===== config.mk =====
export PLATFORM = sky130hd
export DESIGN_NAME = stopwatch_core_flat
export DESIGN_NICKNAME = d
export VERILOG_FILES = /design/src/rtl/stopwatch_pkg.sv /design/src/rtl/stopwatch_core_if.sv /design/src/rtl/sw_field_counter.sv /design/src/rtl/stopwatch_core.sv /design/src/flat_wrapper.sv
export SDC_FILE = /design/constraint.sdc
export NUM_CORES = 1
export LEC_CHECK = 0
export CORE_ASPECT_RATIO = 1.25
export CORE_MARGIN = 4
export CORE_UTILIZATION = 52
export CTS_BUF_LIST = sky130_fd_sc_hd__clkbuf_4 sky130_fd_sc_hd__clkbuf_8
export CTS_CLUSTER_SIZE = 24
export DETAILED_ROUTE_END_ITERATION = 7
export MAX_ROUTING_LAYER = met4
export PLACE_DENSITY = 0.85
export SLEW_MARGIN = 20
export SYNTH_ARGS = -nofsm -noshare
export SYNTH_HDL_FRONTEND = slang
export SYNTH_HIERARCHICAL = 1
export SYNTH_SLANG_ARGS = --single-unit

===== constraint.sdc =====
create_clock -name clk -period 5 [get_ports clk]
set_input_delay 1 -clock clk [delete_from_list [all_inputs] [get_ports clk]]
set_output_delay 1 -clock clk [all_outputs]
set_load 0.01 [all_outputs]

===== src/rtl/stopwatch_pkg.sv =====
// Shared types and default limits for the MM:SS stopwatch/timer core.
// Pure declarations: no logic, no latency, no flow control.
package stopwatch_pkg;

    typedef enum logic [1:0] {
        RUN   = 2'd0,
        PAUSE = 2'd1,
        SET   = 2'd2,
        DONE  = 2'd3
    } sw_state_t;

    localparam int SEC_MAX_DEF     = 59;
    localparam int MIN_MAX_DEF     = 59;
    localparam int BLINK_TICKS_DEF = 4;

    // Width of a modulo-n counter; never narrower than one bit.
    function automatic int cnt_w(input int n);
        return (n > 1) ? $clog2(n) : 1;
    endfunction

endpackage


===== src/rtl/stopwatch_core_if.sv =====
// Control/display bundle between the tick sources, the stopwatch core and the display.
// Level and single-cycle pulse signals only; there is no backpressure on this bus.
interface stopwatch_core_if #(
    parameter int SEC_W = 6,
    parameter int MIN_W = 6
);
    logic             count_tick;
    logic             adj_tick;
    logic             adj;
    logic             sel;
    logic             pause_pulse;
    logic             clear;
    logic             down_mode;
    logic [MIN_W-1:0] min;
    logic [SEC_W-1:0] sec;
    logic [1:0]       blink;
    logic             running;
    logic             done;

    modport master (
        output count_tick, adj_tick, adj, sel, pause_pulse, clear, down_mode,
        input  min, sec, blink, running, done
    );

    modport slave (
        input  count_tick, adj_tick, adj, sel, pause_pulse, clear, down_mode,
        output min, sec, blink, running, done
    );
endinterface


===== src/rtl/sw_field_counter.sv =====
// One time field (seconds or minutes): load zero/max, increment or decrement with optional wrap.
// Value registered, 1-cycle latency; at_max/at_zero decode the current value; no backpressure.
module sw_field_counter #(
    parameter int W   = 6,
    parameter int MAX = 59
) (
    input  logic         clk,
    input  logic         reset_n,
    input  logic         inc,
    input  logic         dec,
    input  logic         wrap_en,
    input  logic         ld_zero,
    input  logic         ld_max,
    output logic [W-1:0] value,
    output logic         at_max,
    output logic         at_zero
);
    localparam logic [W-1:0] MAX_V = W'(MAX);

    logic [W-1:0] value_q;
    logic [W-1:0] value_d;

    assign at_max  = (value_q == MAX_V);
    assign at_zero = (value_q == '0);
    assign value   = value_q;

    // Without wrap_en a bound simply holds; the caller decides what happens there.
    always_comb begin
        value_d = value_q;
        if (ld_zero) begin
            value_d = '0;
        end else if (ld_max) begin
            value_d = MAX_V;
        end else if (inc) begin
            if (at_max) value_d = wrap_en ? '0 : value_q;
            else        value_d = value_q + 1'b1;
        end else if (dec) begin
            if (at_zero) value_d = wrap_en ? MAX_V : value_q;
            else         value_d = value_q - 1'b1;
        end
    end

    always_ff @(posedge clk or negedge reset_n) begin
        if (!reset_n) value_q <= '0;
        else          value_q <= value_d;
    end

endmodule


===== src/rtl/stopwatch_core.sv =====
// MM:SS stopwatch/timer: RUN/PAUSE/SET/DONE control, direction latch and SET-mode blink divider.
// All outputs registered (1-cycle latency from tick/pulse); inputs are enables, no backpressure.
module stopwatch_core
    import stopwatch_pkg::*;
#(
    parameter int SEC_MAX     = SEC_MAX_DEF,
    parameter int MIN_MAX     = MIN_MAX_DEF,
    parameter int SEC_W       = 6,
    parameter int MIN_W       = 6,
    parameter int BLINK_TICKS = BLINK_TICKS_DEF
) (
    input  logic             clk,
    input  logic             reset_n,
    stopwatch_core_if.slave  bus
);
    localparam int           BW      = cnt_w(BLINK_TICKS);
    localparam logic [BW-1:0] BT_LAST = BW'(BLINK_TICKS - 1);

    sw_state_t state_q, state_d;
    logic      dir_q, dir_d;            // 1 = counting down
    logic [BW-1:0] bcnt_q, bcnt_d;
    logic      phase_q, phase_d;
    logic [1:0] blink_q, blink_d;

    logic sec_inc, sec_dec, sec_wrap, sec_ldz, sec_ldmax;
    logic min_inc, min_dec, min_wrap, min_ldz;
    logic [SEC_W-1:0] sec_val;
    logic [MIN_W-1:0] min_val;
    logic sec_at_max, sec_at_zero, min_at_max, min_at_zero;
    logic sec_is_one;
    logic set_tick;
    logic enter_set;

    assign sec_is_one = (sec_val == SEC_W'(1));

    sw_field_counter #(.W(SEC_W), .MAX(SEC_MAX)) u_sec (
        .clk     (clk),
        .reset_n (reset_n),
        .inc     (sec_inc),
        .dec     (sec_dec),
        .wrap_en (sec_wrap),
        .ld_zero (sec_ldz),
        .ld_max  (sec_ldmax),
        .value   (sec_val),
        .at_max  (sec_at_max),
        .at_zero (sec_at_zero)
    );

    sw_field_counter #(.W(MIN_W), .MAX(MIN_MAX)) u_min (
        .clk     (clk),
        .reset_n (reset_n),
        .inc     (min_inc),
        .dec     (min_dec),
        .wrap_en (min_wrap),
        .ld_zero (min_ldz),
        .ld_max  (1'b0),
        .value   (min_val),
        .at_max  (min_at_max),
        .at_zero (min_at_zero)
    );

    always_comb begin
        state_d   = state_q;
        dir_d     = dir_q;
        sec_inc   = 1'b0;
        sec_dec   = 1'b0;
        sec_wrap  = 1'b0;
        sec_ldz   = 1'b0;
        sec_ldmax = 1'b0;
        min_inc   = 1'b0;
        min_dec   = 1'b0;
        min_wrap  = 1'b0;
        min_ldz   = 1'b0;
        set_tick  = 1'b0;

        // clear owns the whole cycle: every other request and tick is dropped.
        if (bus.clear) begin
            sec_ldz = 1'b1;
            min_ldz = 1'b1;
            if (state_q == DONE) state_d = PAUSE;
        end else begin
            case (state_q)
                RUN: begin
                    if (bus.adj) begin
                        state_d = SET;
                    end else if (bus.pause_pulse) begin
                        state_d = PAUSE;
                    end else if (bus.count_tick) begin
                        if (!dir_q) begin
                            if (sec_at_max) begin
                                if (min_at_max) begin
                                    state_d = DONE;
                                end else begin
                                    sec_inc  = 1'b1;
                                    sec_wrap = 1'b1;
                                    min_inc  = 1'b1;
                                end
                            end else begin
                                sec_inc = 1'b1;
                            end
                        end else begin
                            if (sec_at_zero) begin
                                if (min_at_zero) begin
                                    state_d = DONE;
                                end else begin
                                    sec_ldmax = 1'b1;
                                    min_dec   = 1'b1;
                                end
                            end else begin
                                sec_dec = 1'b1;
                                if (min_at_zero && sec_is_one) state_d = DONE;
                            end
                        end
                    end
                end
                PAUSE: begin
                    if (bus.adj) begin
                        state_d = SET;
                    end else if (bus.pause_pulse) begin
                        dir_d = bus.down_mode;
                        // A down-count from 00:00 has nothing to run; finish at once.
                        if (bus.down_mode && sec_at_zero && min_at_zero) state_d = DONE;
                        else                                            state_d = RUN;
                    end
                end
                SET: begin
                    if (!bus.adj) begin
                        state_d = PAUSE;
                    end else if (bus.adj_tick) begin
                        set_tick = 1'b1;
                        if (bus.sel) begin
                            sec_inc  = 1'b1;
                            sec_wrap = 1'b1;
                        end else begin
                            min_inc  = 1'b1;
                            min_wrap = 1'b1;
                        end
                    end
                end
                DONE: begin
                    if (bus.adj)              state_d = SET;
                    else if (bus.pause_pulse) state_d = PAUSE;
                end
                default: state_d = PAUSE;
            endcase
        end
    end

    assign enter_set = (state_d == SET) && (state_q != SET);

    always_comb begin
        bcnt_d  = bcnt_q;
        phase_d = phase_q;
        if (enter_set) begin
            bcnt_d  = '0;
            phase_d = 1'b0;
        end else if (set_tick) begin
            if (bcnt_q == BT_LAST) begin
                bcnt_d  = '0;
                phase_d = ~phase_q;
            end else begin
                bcnt_d = bcnt_q + 1'b1;
            end
        end

        // Only the field being adjusted blinks: {min_blank, sec_blank}.
        blink_d = 2'b00;
        if (state_d == SET) blink_d = bus.sel ? {1'b0, phase_d} : {phase_d, 1'b0};
    end

    always_ff @(posedge clk or negedge reset_n) begin
        if (!reset_n) begin
            state_q <= PAUSE;
            dir_q   <= 1'b0;
            bcnt_q  <= '0;
            phase_q <= 1'b0;
            blink_q <= 2'b00;
        end else begin
            state_q <= state_d;
            dir_q   <= dir_d;
            bcnt_q  <= bcnt_d;
            phase_q <= phase_d;
            blink_q <= blink_d;
        end
    end

    assign bus.min     = min_val;
    assign bus.sec     = sec_val;
    assign bus.blink   = blink_q;
    assign bus.running = (state_q == RUN);
    assign bus.done    = (state_q == DONE);

endmodule

===== src/flat_wrapper.sv =====
// flat-port wrapper written by rule: the top's interface ports become plain ports
module stopwatch_core_flat import stopwatch_pkg::*;
#(
    parameter int SEC_MAX     = SEC_MAX_DEF,
    parameter int MIN_MAX     = MIN_MAX_DEF,
    parameter int SEC_W       = 6,
    parameter int MIN_W       = 6,
    parameter int BLINK_TICKS = BLINK_TICKS_DEF
)
  (clk, reset_n, bus_count_tick, bus_adj_tick, bus_adj, bus_sel, bus_pause_pulse, bus_clear, bus_down_mode, bus_min, bus_sec, bus_blink, bus_running, bus_done);
  stopwatch_core_if #(.SEC_W(SEC_W), .MIN_W(MIN_W)) bus_i ();
  input  logic clk;
  input  logic reset_n;
  input wire logic [$bits(bus_i.count_tick)-1:0] bus_count_tick;
  input wire logic [$bits(bus_i.adj_tick)-1:0] bus_adj_tick;
  input wire logic [$bits(bus_i.adj)-1:0] bus_adj;
  input wire logic [$bits(bus_i.sel)-1:0] bus_sel;
  input wire logic [$bits(bus_i.pause_pulse)-1:0] bus_pause_pulse;
  input wire logic [$bits(bus_i.clear)-1:0] bus_clear;
  input wire logic [$bits(bus_i.down_mode)-1:0] bus_down_mode;
  output wire logic [$bits(bus_i.min)-1:0] bus_min;
  output wire logic [$bits(bus_i.sec)-1:0] bus_sec;
  output wire logic [$bits(bus_i.blink)-1:0] bus_blink;
  output wire logic [$bits(bus_i.running)-1:0] bus_running;
  output wire logic [$bits(bus_i.done)-1:0] bus_done;
  assign bus_i.count_tick = bus_count_tick;
  assign bus_i.adj_tick = bus_adj_tick;
  assign bus_i.adj = bus_adj;
  assign bus_i.sel = bus_sel;
  assign bus_i.pause_pulse = bus_pause_pulse;
  assign bus_i.clear = bus_clear;
  assign bus_i.down_mode = bus_down_mode;
  assign bus_min = bus_i.min;
  assign bus_sec = bus_i.sec;
  assign bus_blink = bus_i.blink;
  assign bus_running = bus_i.running;
  assign bus_done = bus_i.done;
  stopwatch_core #(.SEC_MAX(SEC_MAX), .MIN_MAX(MIN_MAX), .SEC_W(SEC_W), .MIN_W(MIN_W), .BLINK_TICKS(BLINK_TICKS)) u_core (.clk(clk), .reset_n(reset_n), .bus(bus_i));
endmodule

# Word-level counts from Yosys, hierarchy flattened

Index checks and enable logic that the tools add are counted.

$add $sub $neg: 5
Eq/ne operators: 13
Muxes and demuxes: 86
Bitwise gates (word level): 3
Reductions and logical operators: 13

Operators with widths:

| operator            | count |
|---|---|
| $mux 6              | 15 |
| $mux 1              | 45 |
| $mux 2              | 22 |
| $add 6x1->6 const B | 2 |
| $eq 6x6->1 const B  | 2 |
| $logic_not 6->1     | 2 |
| $sub 6x1->6 const B | 2 |
| $eq 2x2->1 const B  | 4 |
| $pmux 2 s4          | 1 |
| $eq 6x1->1 const B  | 1 |
| $pmux 1 s2          | 3 |
| $reduce_and 3->1    | 2 |
| $ne 5x2->1 const B  | 1 |
| $ne 5x5->1 const B  | 1 |
| $logic_and 1x1->1   | 4 |
| $ne 4x2->1 const B  | 1 |
| $ne 4x4->1 const B  | 1 |
| $reduce_and 4->1    | 1 |
| $reduce_bool 4->1   | 1 |
| $not 1->1           | 3 |
| $reduce_bool 3->1   | 1 |
| $add 2x1->2 const B | 1 |
| $eq 2x1->1 const B  | 1 |
| $logic_not 2->1     | 1 |
| other kinds (2)     | 2 |

Flip-flop bits (word level): 20
Output and inout port bits: 16

# Depth between registers and ports, before layout

Gate-level depths: netlist (run 1).

Word-level depth: 15
Gate-level depth with buffers: 11
Depth with buffers taken out: 9

# Hierarchy

The synthesis (run 1) kept the hierarchy.

By module, submodules not included:

| module           | times used | cells an instance | area an instance (µm²) | sequential area each (µm²) |
|---|---|---|---|---|
| sw_field_counter | 2          | 81                | 734.5                  | 150.1 |
| stopwatch_core   | 1          | 68                | 595.6                  | 201.4 |

# Worst setup path after synthesis (run 1)

OpenSTA, ideal clock, no wires.

Kind: input port to flip-flop
From: in bus_pause_pulse
To: reg u_core.u_min.value_q[4] (netlist: u_core/u_min/value[4])
Library setup time: 0.087 ns
Arrival: 2.859 ns
Slack: 2.054 ns
Stages: 8
Cell sequence: nor3_2 -> nand3_1 -> o32a_1 -> nor3_1 -> buf_4 -> inv_1 -> mux4_2 -> a211oi_2

Word-level cells in the longest chain between the ends: 6
Elaborated cells between the ends (all ways): 14
Classes of those cells: eq/ne (2); mux (10); reduce/logical (2)

RTL lines:

| element                                                     | RTL line               | RTL |
|---|---|---|
| start: declaration                                          | flat_wrapper.sv:18     | `input wire logic [$bits(bus_i.pause_pulse)-1:0] bus_pause_pulse;` |
| $mux 1 (*)                                                  | stopwatch_core.sv:86   | `end else if (bus.pause_pulse) begin` |
| $mux 1 (*)                                                  | stopwatch_core.sv:84   | `if (bus.adj) begin` |
| $pmux 1 s2 (*)                                              | stopwatch_core.sv:82   | `case (state_q)` |
| $mux 1 (*)                                                  | stopwatch_core.sv:77   | `if (bus.clear) begin` |
| net u_core.min_inc                                          | stopwatch_core.sv:26   | `logic min_inc, min_dec, min_wrap, min_ldz;` |
| $ne 4x4->1 (no source line) (tied with other cells)         | -                      |  |
| $reduce_and 3->1 (no source line) or $mux 6 (tied branches) | -                      |  |
| end signal: assignment                                      | sw_field_counter.sv:45 | `else value_q <= value_d;` |
| end: declaration                                            | sw_field_counter.sv:20 | `logic [W-1:0] value_q;` |

The timed path passes the listed nets; every way through them passes the cells marked *.
A chain may end at the register's enable or synchronous reset.

# Worst setup path in the final report (run 1)

From: in bus_pause_pulse
To: reg u_core.u_min.value_q[5] (netlist: u_core/u_min/value[5])

The elaborated chain is that of the path after synthesis.

==> results by group, run 1 <==
Synth
  • Ys async rst share: 100.0%
  • Mapped Cells: 230
  • Syn_area_per_cell: 8.976 sq um
  • Synth Warn #: 6
  • Distinct cell type count after synthesis: 63
  • Largest area contributor in the netlist: dfrtp_1
  • Leading post-synthesis cells by cell area: dfrtp_1 (23%), a211oi_1 (5.1%), ha_1 (4.2%), nor2_1 (3.3%), buf_6 (3.3%)
  • Syn Std Cell Area: 2064 sq um
  • Synthesized Nets: 246
  • Number of flops mapped to enable cells by yosys: 0
  • Area fraction of the dominant cell type after synthesis: 23.03%
  • Post-synthesis register bit count: 20
  • Post-synth top flop: dfrtp_1
  • Post-synthesis sequential area ratio: 24.30%

Global routing
  • Grt ovf: 0
  • Gr usage total: 20.84%
  • First-pass GRT wire length: 8328 microns
  • Vias in the first global route: 1732
  • Largest net degree at the start of global routing: 21
  • Initial antenna violation count: 0

STA
  • Final period util: 63.14%
  • Pin slew with the least headroom to its limit: 906.0 ps
  • Hold Fails Final Rpt: 0
  • Final hold slack: 550.7 ps
  • Final setup violation count: 0
  • Fin crit period: 3157 ps
  • Max-slew headroom: 39.41%
  • RSZ-0062 raised after global routing: no
  • Max Slew Vio Count: 0
  • Setup TNS: 0 ps
  • Clock Skew: 7.903 ps
  • FMAX: 0.3167 GHz

Clock network
  • Root Driver: clkbuf_8
  • CTS H-Tree Depth: 1
  • Skew-Pair Late Insertion Delay: 260 ps
  • Clock Sinks: 20
  • Post-CTS sizing: 0
  • TritonCTS buffer count: 3
  • Clock buffer depth: 2
  • Reg clk slew, reported paths: 80 ps
  • CTS Hold Bufs: 0
  • Post-CTS setup buffers: 0
  • TritonCTS clock tree: yes

Setup path
  • CP max stage delay: 480 ps
  • Worst Setup End Kind: register
  • Req. time, crit path: 5130 ps
  • Crit Reg-Reg Startpoint: u_core/u_sec/value[1]
  • Worst setup path startpoint: bus_pause_pulse
  • Worst EP arrival: 3290 ps
  • Critical Path Source Type: input port
  • Crit-path slowest cell: clkdlybuf4s50_1
  • Critical path fanouts, max: 12
  • Crit-path cells: clkdlybuf4s50_1, nor3_2, nand3_1, o32a_1, nor3_1, buf_4, nor2_1, a41oi_4, and3b_4, a311oi_2
  • Critical path class: input port to register

Placement
  • GP Congestion: 0.9768
  • Dpl cells: 295
  • Post-DP Area: 2272 sq um
  • DP Wirelength: 3635 microns
  • Port-buffer cells: 24

Cells and area
  • Ratio of cells with drive above 1 in the final layout: 15.10%
  • Fin cells: 299
  • FF+latch area: 501.7 sq um
  • Nets: 262
  • Footprint of the multi-input gates: 1399 sq um
  • Finished Cell Area: 2327 sq um
  • Inserted Diodes: 0
  • Area Overhead vs Synth: 12.73%
  • Layout fillers: 334

Min path
  • Worst hold-check path type: register to register
  • Hold path startpoint: u_core/bcnt_q[1]

Routing
  • Wire per inst: 17.21 microns
  • Post-Route WL: 5145 microns
  • DR pass1 iterations: 4
  • # DRC: 0
  • Vias: 1948
  • Via density: 6.515
  • Final ANT Viol Nets: 0
  • Initial drt markers: 177

Floorplanning
  • Core ar.: 3816 sq um
  • Starting Density: 54.10%
  • Die area: 5048 sq um
  • # rows: 25
  • Chip height: 78.45 microns
  • Die X-Extent: 64.36 microns
  • I/O pin cnt: 25

Pwr
  • Sw frac: 33.98%
  • NetSw: 163.2 uW
  • Leakage power total: 0.0008957 uW
  • Reg power frac: 42.9%
  • Worst VDD drop: 0.09230 mV
  • Int Pwr: 317.1 uW
  • Power per Cell Area: 206.4 nW/um^2
  • Clk pwr share: 26.1%
  • Fraction of power consumed by combinational cells: 31.0%

Job
  • Number of max-cap violations: 0

Outcome
  • Status: complete, no violations
-- area by class of cell --
type | count | area share, %
Clock buffer | 4 | 2.366
Inverter | 9 | 1.452
Multi-Input combinational cell | 184 | 60.11
Sequential cell | 20 | 21.56
Tap cell | 54 | 2.903
Timing Repair Buffer | 28 | 11.61
-- power groups by stage --
stage          Combinational (uW)  Clock, uW  Sequential, uW
5_1_grt                       162        133             209
3_3_place_gp                  142          0             208
2_1_floorplan                 114          0             193
6_report                      149        125             206
4_1_cts                       147        124             205
3_5_place_dp                  146          0             208
-- worst max-delay path: cells and delay by family --
| family | cells | cell delay (ps) |
|---|---|---|
| and+or+nand+nor | 5 | 870 |
| buffers and inverters | 2 | 700 |
| AOI/OAI and AO/OA | 3 | 700 |
-- logic make-up after synthesis --
group	Yosys count	share of synthesized area [%]
xor+xnor	3	1.273
other cells	1	0.1816
compound gates	67	26.36
simple gates	99	30.97
mux	7	4.727
flops	20	24.30
buf+inv	26	7.939
fa+ha+maj	7	4.242
-- layer usage --
layer	share of wire (%)	vias up	global-route usage, %
met1	42	931	25.20
met3	4.7	12	1.860
met4	1.9	0	7.188
li1	-	916	-
met5	0	-	-
met2	52	89	36.16
-- state kept, by name (all words and copies together) (netlist names) --
name and flops:
u_core/dir_q 1, u_core/phase_q 1, u_core/state_q 2, u_core/u_min/value 6, u_core/bcnt_q 2, u_core/bus.blink 2, u_core/u_sec/value 6
-- per-stage QoR --
| step | utilization [%] | total power (uW) | setup WS, ps |
|---|---|---|---|
| floorplan | - | 307.6 | 2054 |
| global placement | 59.54 | 349.1 | 1681 |
| detailed placement | 59.54 | 354.0 | 1605 |
| CTS | 60.98 | 476.2 | 1864 |
| global route | 60.98 | 505.0 | 1663 |
| finish | 60.98 | 480.3 | 1843 |
-- placed cells by master (no fill, tap or decap), types with 4 or more instances in the layout --
cell             synthesis  final
inv_1                    9      9
o211ai_1                 4      4
and2_1                   9      9
nor2_1                  18     18
nand2_1                 14     14
nor4_1                   6      6
a31oi_1                  8      8
a211oi_1                14     14
nor3_1                   6      6
nand3_1                  8      8
o21ai_0                  6      6
clkdlybuf4s50_1          0     24
dfrtp_1                 19     19
buf_4                    4      4
clkbuf_8                 0      4
a21oi_1                  8      8
ha_1                     7      7
-- path summary, 6_finish.rpt --
path,endpoint,slack [ps],cells past startpoint
max in group asynchronous,u_core/dir_q,3200,1
worst max-delay path,u_core/u_min/value[5],1840,10
worst min-delay path,u_core/bcnt_q[1],550,2
worst max register to register,u_core/u_min/value[5],2170,10
worst min register to register,u_core/bcnt_q[1],550,2
min in group asynchronous,u_core/bus.blink[1],1250,1
-- cells in the mapped netlist, drive strengths merged, types with 3 or more instances --
cell / number
a211oi: 16
a21boi: 3
a21oi: 8
a311oi: 4
a31oi: 8
and2: 11
and3b: 3
and4b: 6
buf: 13
clkbuf: 4
dfrtp: 19
ha: 7
inv: 9
mux2i: 3
nand2: 14
nand2b: 3
nand3: 8
nand4: 4
nor2: 20
nor2b: 3
nor3: 9
nor3b: 3
nor4: 6
o211ai: 4
o21ai: 6
xnor2: 3
Power figures use the tool's default switching activity.
==> run 2, diff against run 1 <==
PLACE_DENSITY = 0.88   (was 0.85)
clock period = 2.73 ns   (was 5 ns; I/O delays follow)
==> run 2 against run 1 <==
Clock power rose by 84%. Critical path type is now register to register. Global-route usage is 2.0 points higher. Worst hold slack gained 6.2 ps. Die area unchanged. Worst setup slack lost 1800 ps. Cell area rose by 9.8%. Sequential cell count is the same.
==> results by group, run 2 (same netlist as run 1, synthesis figures left out) <==
Pwr
  • Int Pwr: 611.2 uW (+93%)
  • Leakage power total: 0.001046 uW (+17%)
  • Sw frac: 33.38% (-0.60 points)
  • Clk pwr share: 25.1% (-1.0 points)
  • Reg power frac: 38.3% (-4.6 points)
  • Fraction of power consumed by combinational cells: 36.6% (+5.6 points)
  • NetSw: 306.3 uW (+88%)
  • Worst VDD drop: 0.1349 mV (+46%)
  • Power per Cell Area: 359.1 nW/um^2 (+74%)

Setup path
  • Worst setup path startpoint: u_core/u_min/value[0]
  • Critical Path Source Type: register
  • Crit-path cells: inv_1, ha_1, nor2b_2, and2_1, buf_4, nor3b_1, nor2_1, a41oi_4, a211oi_1, a311oi_1
  • Bufs and invs on worst path: 2 (unchanged)
  • Reg2reg path depth: 10 (unchanged)
  • R2r setup slk: 70 ps (-2100 ps)
  • Critical path fanouts, max: 10 (-2)
  • Worst EP arrival: 2810 ps (-480 ps)
  • Crit-path slowest cell: dfrtp_1
  • Critical path class: register to register
  • CP max stage delay: 530 ps (+50 ps)
  • CP delay by family, top: simple AND/OR/NAND/NOR gates
  • Worst Setup End Kind: register
  • Crit Reg-Reg Startpoint: u_core/u_min/value[0]
  • Req. time, crit path: 2880 ps (-2250 ps)
  • Worst R2R End: u_core/u_min/value[3]

Cells and area
  • Most frequent cells in the layout: buf_4 (33), clkdlybuf4s50_1 (24), dfrtp_1 (19)
  • Inserted Diodes: 0 (unchanged)
  • Ratio of cells with drive above 1 in the final layout: 24.82% (+9.7 points)
  • Nets: 291 (+11%)
  • Commonest non-fill, non-tap cell in the layout: buf_4
  • Area Overhead vs Synth: 23.76%
  • Finished Cell Area: 2555 sq um (+9.8%)

STA
  • Max Slew Vio Count: 0 (unchanged)
  • Fin crit period: 2660 ps
  • RSZ-0062 raised after global routing: no
  • Final setup violation count: 0 (unchanged)
  • Clock Skew: 3.790 ps (-4.113 ps)
  • Setup TNS: 0 ps (unchanged)
  • FMAX: 0.3760 GHz
  • Final period util: 97.42%
  • Hold Fails Final Rpt: 0 (unchanged)

Clock network
  • Clock Sinks: 20 (unchanged)
  • Root Driver: clkbuf_8
  • Clock buffer depth: 2 (unchanged)
  • Skew-Pair Late Insertion Delay: 260 ps (about the same)
  • CTS H-Tree Depth: 1 (unchanged)
  • Reg clk slew, reported paths: 80 ps (about the same)
  • TritonCTS clock tree: yes
  • CTS Hold Bufs: 0 (unchanged)
  • TritonCTS buffer count: 3 (unchanged)
  • Post-CTS setup buffers: 0 (unchanged)
  • Post-CTS sizing: 0 (unchanged)

Floorplanning
  • I/O pin cnt: 25 (unchanged)
  • Die X-Extent: 64.36 microns (unchanged)
  • # rows: 25 (unchanged)
  • Core ar.: 3816 sq um (unchanged)
  • Starting Density: 54.10% (unchanged)
  • Chip height: 78.45 microns (unchanged)
  • Die area: 5048 sq um (unchanged)

Global routing
  • Gr usage total: 22.80% (+2.0 points)
  • Grt ovf: 0 (unchanged)
  • First-pass GRT wire length: 9018 microns (+8.3%)
  • Vias in the first global route: 2043 (+18%)
  • Largest net degree at the start of global routing: 21 (unchanged)
  • Initial antenna violation count: 0 (unchanged)

Min path
  • Worst hold-check path type: register to register
  • Hold Path Sink: u_core/bcnt_q[1]
  • Hold path startpoint: u_core/bcnt_q[1]
  • WHS Path Cells: 2 (unchanged)

Routing
  • Initial drt markers: 206 (+16%)
  • Wire per inst: 16.57 microns (-3.7%)
  • DR pass1 iterations: 4 (unchanged)
  • Post-Route WL: 5435 microns (+5.6%)
  • Vias: 2039 (+4.7%)
  • Met2 Wirelength: 2746 microns (+3.6%)
  • Final ANT Viol Nets: 0 (unchanged)
  • # DRC: 0 (unchanged)
  • Met3 routed WL: 330 microns (+37%)
  • WL met1: 2196 microns (+2.0%)
  • Via density: 6.216 (-4.6%)
  • Max layer used: met4

Placement
  • Port-buffer cells: 24 (unchanged)
  • GP Congestion: 0.9829 (+0.62%)
  • DP Wirelength: 4001 microns (+10%)
  • Post-DP Area: 2500 sq um (+10%)

Outcome
  • Status: complete, no violations

Job
  • Number of max-cap violations: 0 (unchanged)
-- run 2: cell count changes in the layout (fill, tap and decap cells not counted) --
cell     change
nor3_1       -1
nor3b_1      -1
nor3_2       +1
buf_4       +29
nor3b_2      +1
-- run 2: cell type report --
cell class | count | area (sq um)
flip-flops and latches | 20 | 501.7
fillers | 330 | 1261
multi-input cells | 184 | 1409
inverters | 9 | 33.78
repair buffers | 57 | 488.0
well taps | 54 | 67.56
clock buffers | 4 | 55.05
-- run 2: power by group through the flow --
stage	clock network (uW)	logic [uW]	registers, uW
after floorplan	0	211	354
after global placement	0	323	356
after detailed placement	0	331	357
after CTS	235	332	351
after global routing	251	365	357
final	230	335	352
-- run 2: worst max path at each step --
stage	endpoint	cells after the start	slack, ps
global route	u_core/u_min/value[1]	10	10
CTS	u_core/u_min/value[3]	10	140
detailed placement	u_core/u_min/value[3]	10	0.4
floorplan	u_core/u_min/value[4]	10	110
finish	u_core/u_min/value[3]	10	70
global placement	u_core/u_min/value[3]	10	30
-- run 2: tightest hold or removal path: stages, from the launching register on --
cell and delay, ps:
dfrtp_1 380, o21ai_0 80, a21oi_1 60
-- run 2: stage by stage --
stage,worst slack [ps],hold WS [ps],total power (uW),util (%),cells
finish,70.43,557.0,917.5,66.95,328
CTS,143.2,558.0,918.7,66.95,328
global placement,31.08,535.4,679.1,65.51,324
floorplan,106.6,250.4,564.8,-,230
detailed placement,0.3695,547.3,688.2,65.51,324
global route,10.47,591.2,973.3,66.95,328
-- run 2: metal layers --
layer / track usage [%] / vias to the layer above
met5: - / -
met4: 10.78 / 0
met3: 3.147 / 18
met2: 39.15 / 91
met1: 26.00 / 963
li1: - / 967
==> run 3, diff against run 2 <==
CORE_ASPECT_RATIO = 1.1   (was 1.25)
HOLD_SLACK_MARGIN = 0.03   (was unset)
==> run 3 against run 2 <==
Fmax up 4.3%. Worst hold slack better by 2.1 ps. Sequential power about the same. Sequential share of layout area down 0.59 points. Critical endpoint is now u_core/u_min/value[4]. Largest power group unchanged. Highest routed layer unchanged.
==> results by group, run 3 (same netlist as run 1, synthesis figures left out) <==
STA
  • RSZ-0062 raised after global routing: no
  • Max Slew Vio Count: 0 (unchanged)
  • Final setup violation count: 0 (unchanged)
  • FMAX: 0.3921 GHz (+4.3%)
  • Setup TNS: 0 ps (unchanged)
  • Final hold slack: 559.0 ps (+2.060 ps)
  • Hold Fails Final Rpt: 0 (unchanged)
  • Fin crit period: 2551 ps (-108.9 ps)
  • Clock Skew: 2.219 ps (-1.571 ps)
  • Final period util: 93.43% (-4.0 points)

Clock network
  • Clock buffer depth: 2 (unchanged)
  • Root Driver: clkbuf_8
  • CTS Hold Bufs: 0 (unchanged)
  • Reg clk slew, reported paths: 80 ps (about the same)
  • Post-CTS sizing: 0 (unchanged)
  • Skew-Pair Late Insertion Delay: 260 ps (about the same)
  • CTS H-Tree Depth: 1 (unchanged)
  • TritonCTS clock tree: yes
  • Post-CTS setup buffers: 0 (unchanged)
  • Clock Sinks: 20 (unchanged)
  • TritonCTS buffer count: 3 (unchanged)

Global routing
  • Largest net degree at the start of global routing: 21 (unchanged)
  • First-pass GRT wire length: 8935 microns (-0.92%)
  • Initial antenna violation count: 0 (unchanged)
  • Grt ovf: 0 (unchanged)
  • Gr usage total: 23.63% (+0.83 points)
  • Vias in the first global route: 1898 (-7.1%)

Cells and area
  • Inserted Diodes: 0 (unchanged)
  • Ratio of cells with drive above 1 in the final layout: 27.21% (+2.4 points)
  • Fin cells: 333 (+1.5%)
  • Area Overhead vs Synth: 27.58%
  • Layout fillers: 295 (-11%)
  • Nets: 300 (+3.1%)
  • Commonest non-fill, non-tap cell in the layout: buf_4
  • Most frequent cells in the layout: buf_4 (42), clkdlybuf4s50_1 (24), dfrtp_1 (19)

Placement
  • DP Wirelength: 4083 microns (+2.0%)
  • GP Congestion: 1.021 (+3.9%)
  • Port-buffer cells: 24 (unchanged)
  • Dpl cells: 329 (+1.5%)

Routing
  • Initial drt markers: 156 (-24%)
  • Met3 routed WL: 298 microns (-9.7%)
  • DR pass1 iterations: 5 (+1)
  • Final ANT Viol Nets: 0 (unchanged)
  • Via density: 6.135 (-1.3%)
  • Met2 Wirelength: 2769 microns (+0.84%)
  • WL met1: 2323 microns (+5.8%)
  • # DRC: 0 (unchanged)
  • Max layer used: met4
  • Wire per inst: 16.50 microns (-0.45%)
  • Post-Route WL: 5493 microns (+1.1%)
  • Vias: 2043 (+0.20%)

Setup path
  • Critical path fanouts, max: 6 (-4)
  • Worst Setup End Kind: register
  • Critical path class: input port to register
  • Worst EP arrival: 2740 ps (-70 ps)
  • Req. time, crit path: 2920 ps (+40 ps)
  • Crit Reg-Reg Startpoint: u_core/u_min/value[0]
  • Worst setup path startpoint: bus_pause_pulse
  • Critical Path Source Type: input port

Floorplanning
  • Core ar.: 3741 sq um (-2.0%)
  • Starting Density: 55.18% (+1.1 points)
  • # rows: 23 (-8.0%)
  • Die area: 5043 sq um (about the same)
  • I/O pin cnt: 25 (unchanged)
  • Die X-Extent: 68.08 microns (+5.8%)
  • Chip height: 74.09 microns (-5.6%)

Pwr
  • Worst VDD drop: 0.2935 mV (+120%)
  • Power per Cell Area: 379.5 nW/um^2 (+5.7%)
  • Leakage power total: 0.001095 uW (+4.6%)

Min path
  • Worst hold-check path type: register to register
  • Hold path startpoint: u_core/bcnt_q[1]

Job
  • Number of max-cap violations: 0 (unchanged)

Outcome
  • Status: complete, no violations
-- run 3: per-stage QoR --
stage                     util, %  cell area, sq um  setup slack (ps)  power, uW
after floorplan                 -              2074             106.6      564.8
after global placement      68.49              2562            -13.66      688.3
after detailed placement    68.49              2562            -83.38      698.7
after CTS                   70.40              2634             190.4      998.4
final                       70.40              2634             179.4      999.7
after global routing        70.40              2634             16.20       1050
-- run 3: metal layers --
metal  vias up  global-route usage [%]
met3        10                   1.813
met4         0                   7.506
li1        994                       -
met5         -                       -
met2        76                   39.94
met1       963                   29.74
-- run 3: cell type report --
class	instances	area [sq um]	share of cell area (%)
clock buffers	3	41.29	1.568
inverters	9	33.78	1.283
well taps	50	62.56	2.375
multi-input cells	184	1409	53.49
clock inverters	1	30.03	1.140
repair buffers	66	555.5	21.09
flip-flops and latches	20	501.7	19.05
-- run 3: report_power, final --
| part | total [uW] | switching, uW | internal [uW] |
|---|---|---|---|
| Combinational | 344 | 175 | 169 |
| Sequential | 353 | 31.5 | 322 |
| Clock | 303 | 107 | 196 |
-- run 3: worst max-delay path, stage by stage --
cell and delay (ps):
clkdlybuf4s50_1 440, nor3_2 160, nand3_1 140, o32a_1 320
nor3_2 170, buf_4 190, inv_1 110, mux4_2 450
a211oi_2 220
-- run 3: path summary, 6_finish.rpt --
kind	endpoint	slack [ps]	cells after the start
setup / recovery	u_core/u_min/value[4]	180	9
hold / removal	u_core/bcnt_q[1]	560	2
setup reg to reg	u_core/u_sec/value[3]	180	10
hold reg to reg	u_core/bcnt_q[1]	560	2
max in group asynchronous	u_core/state_q[0]	1840	2
min in group asynchronous	u_core/bcnt_q[1]	620	2
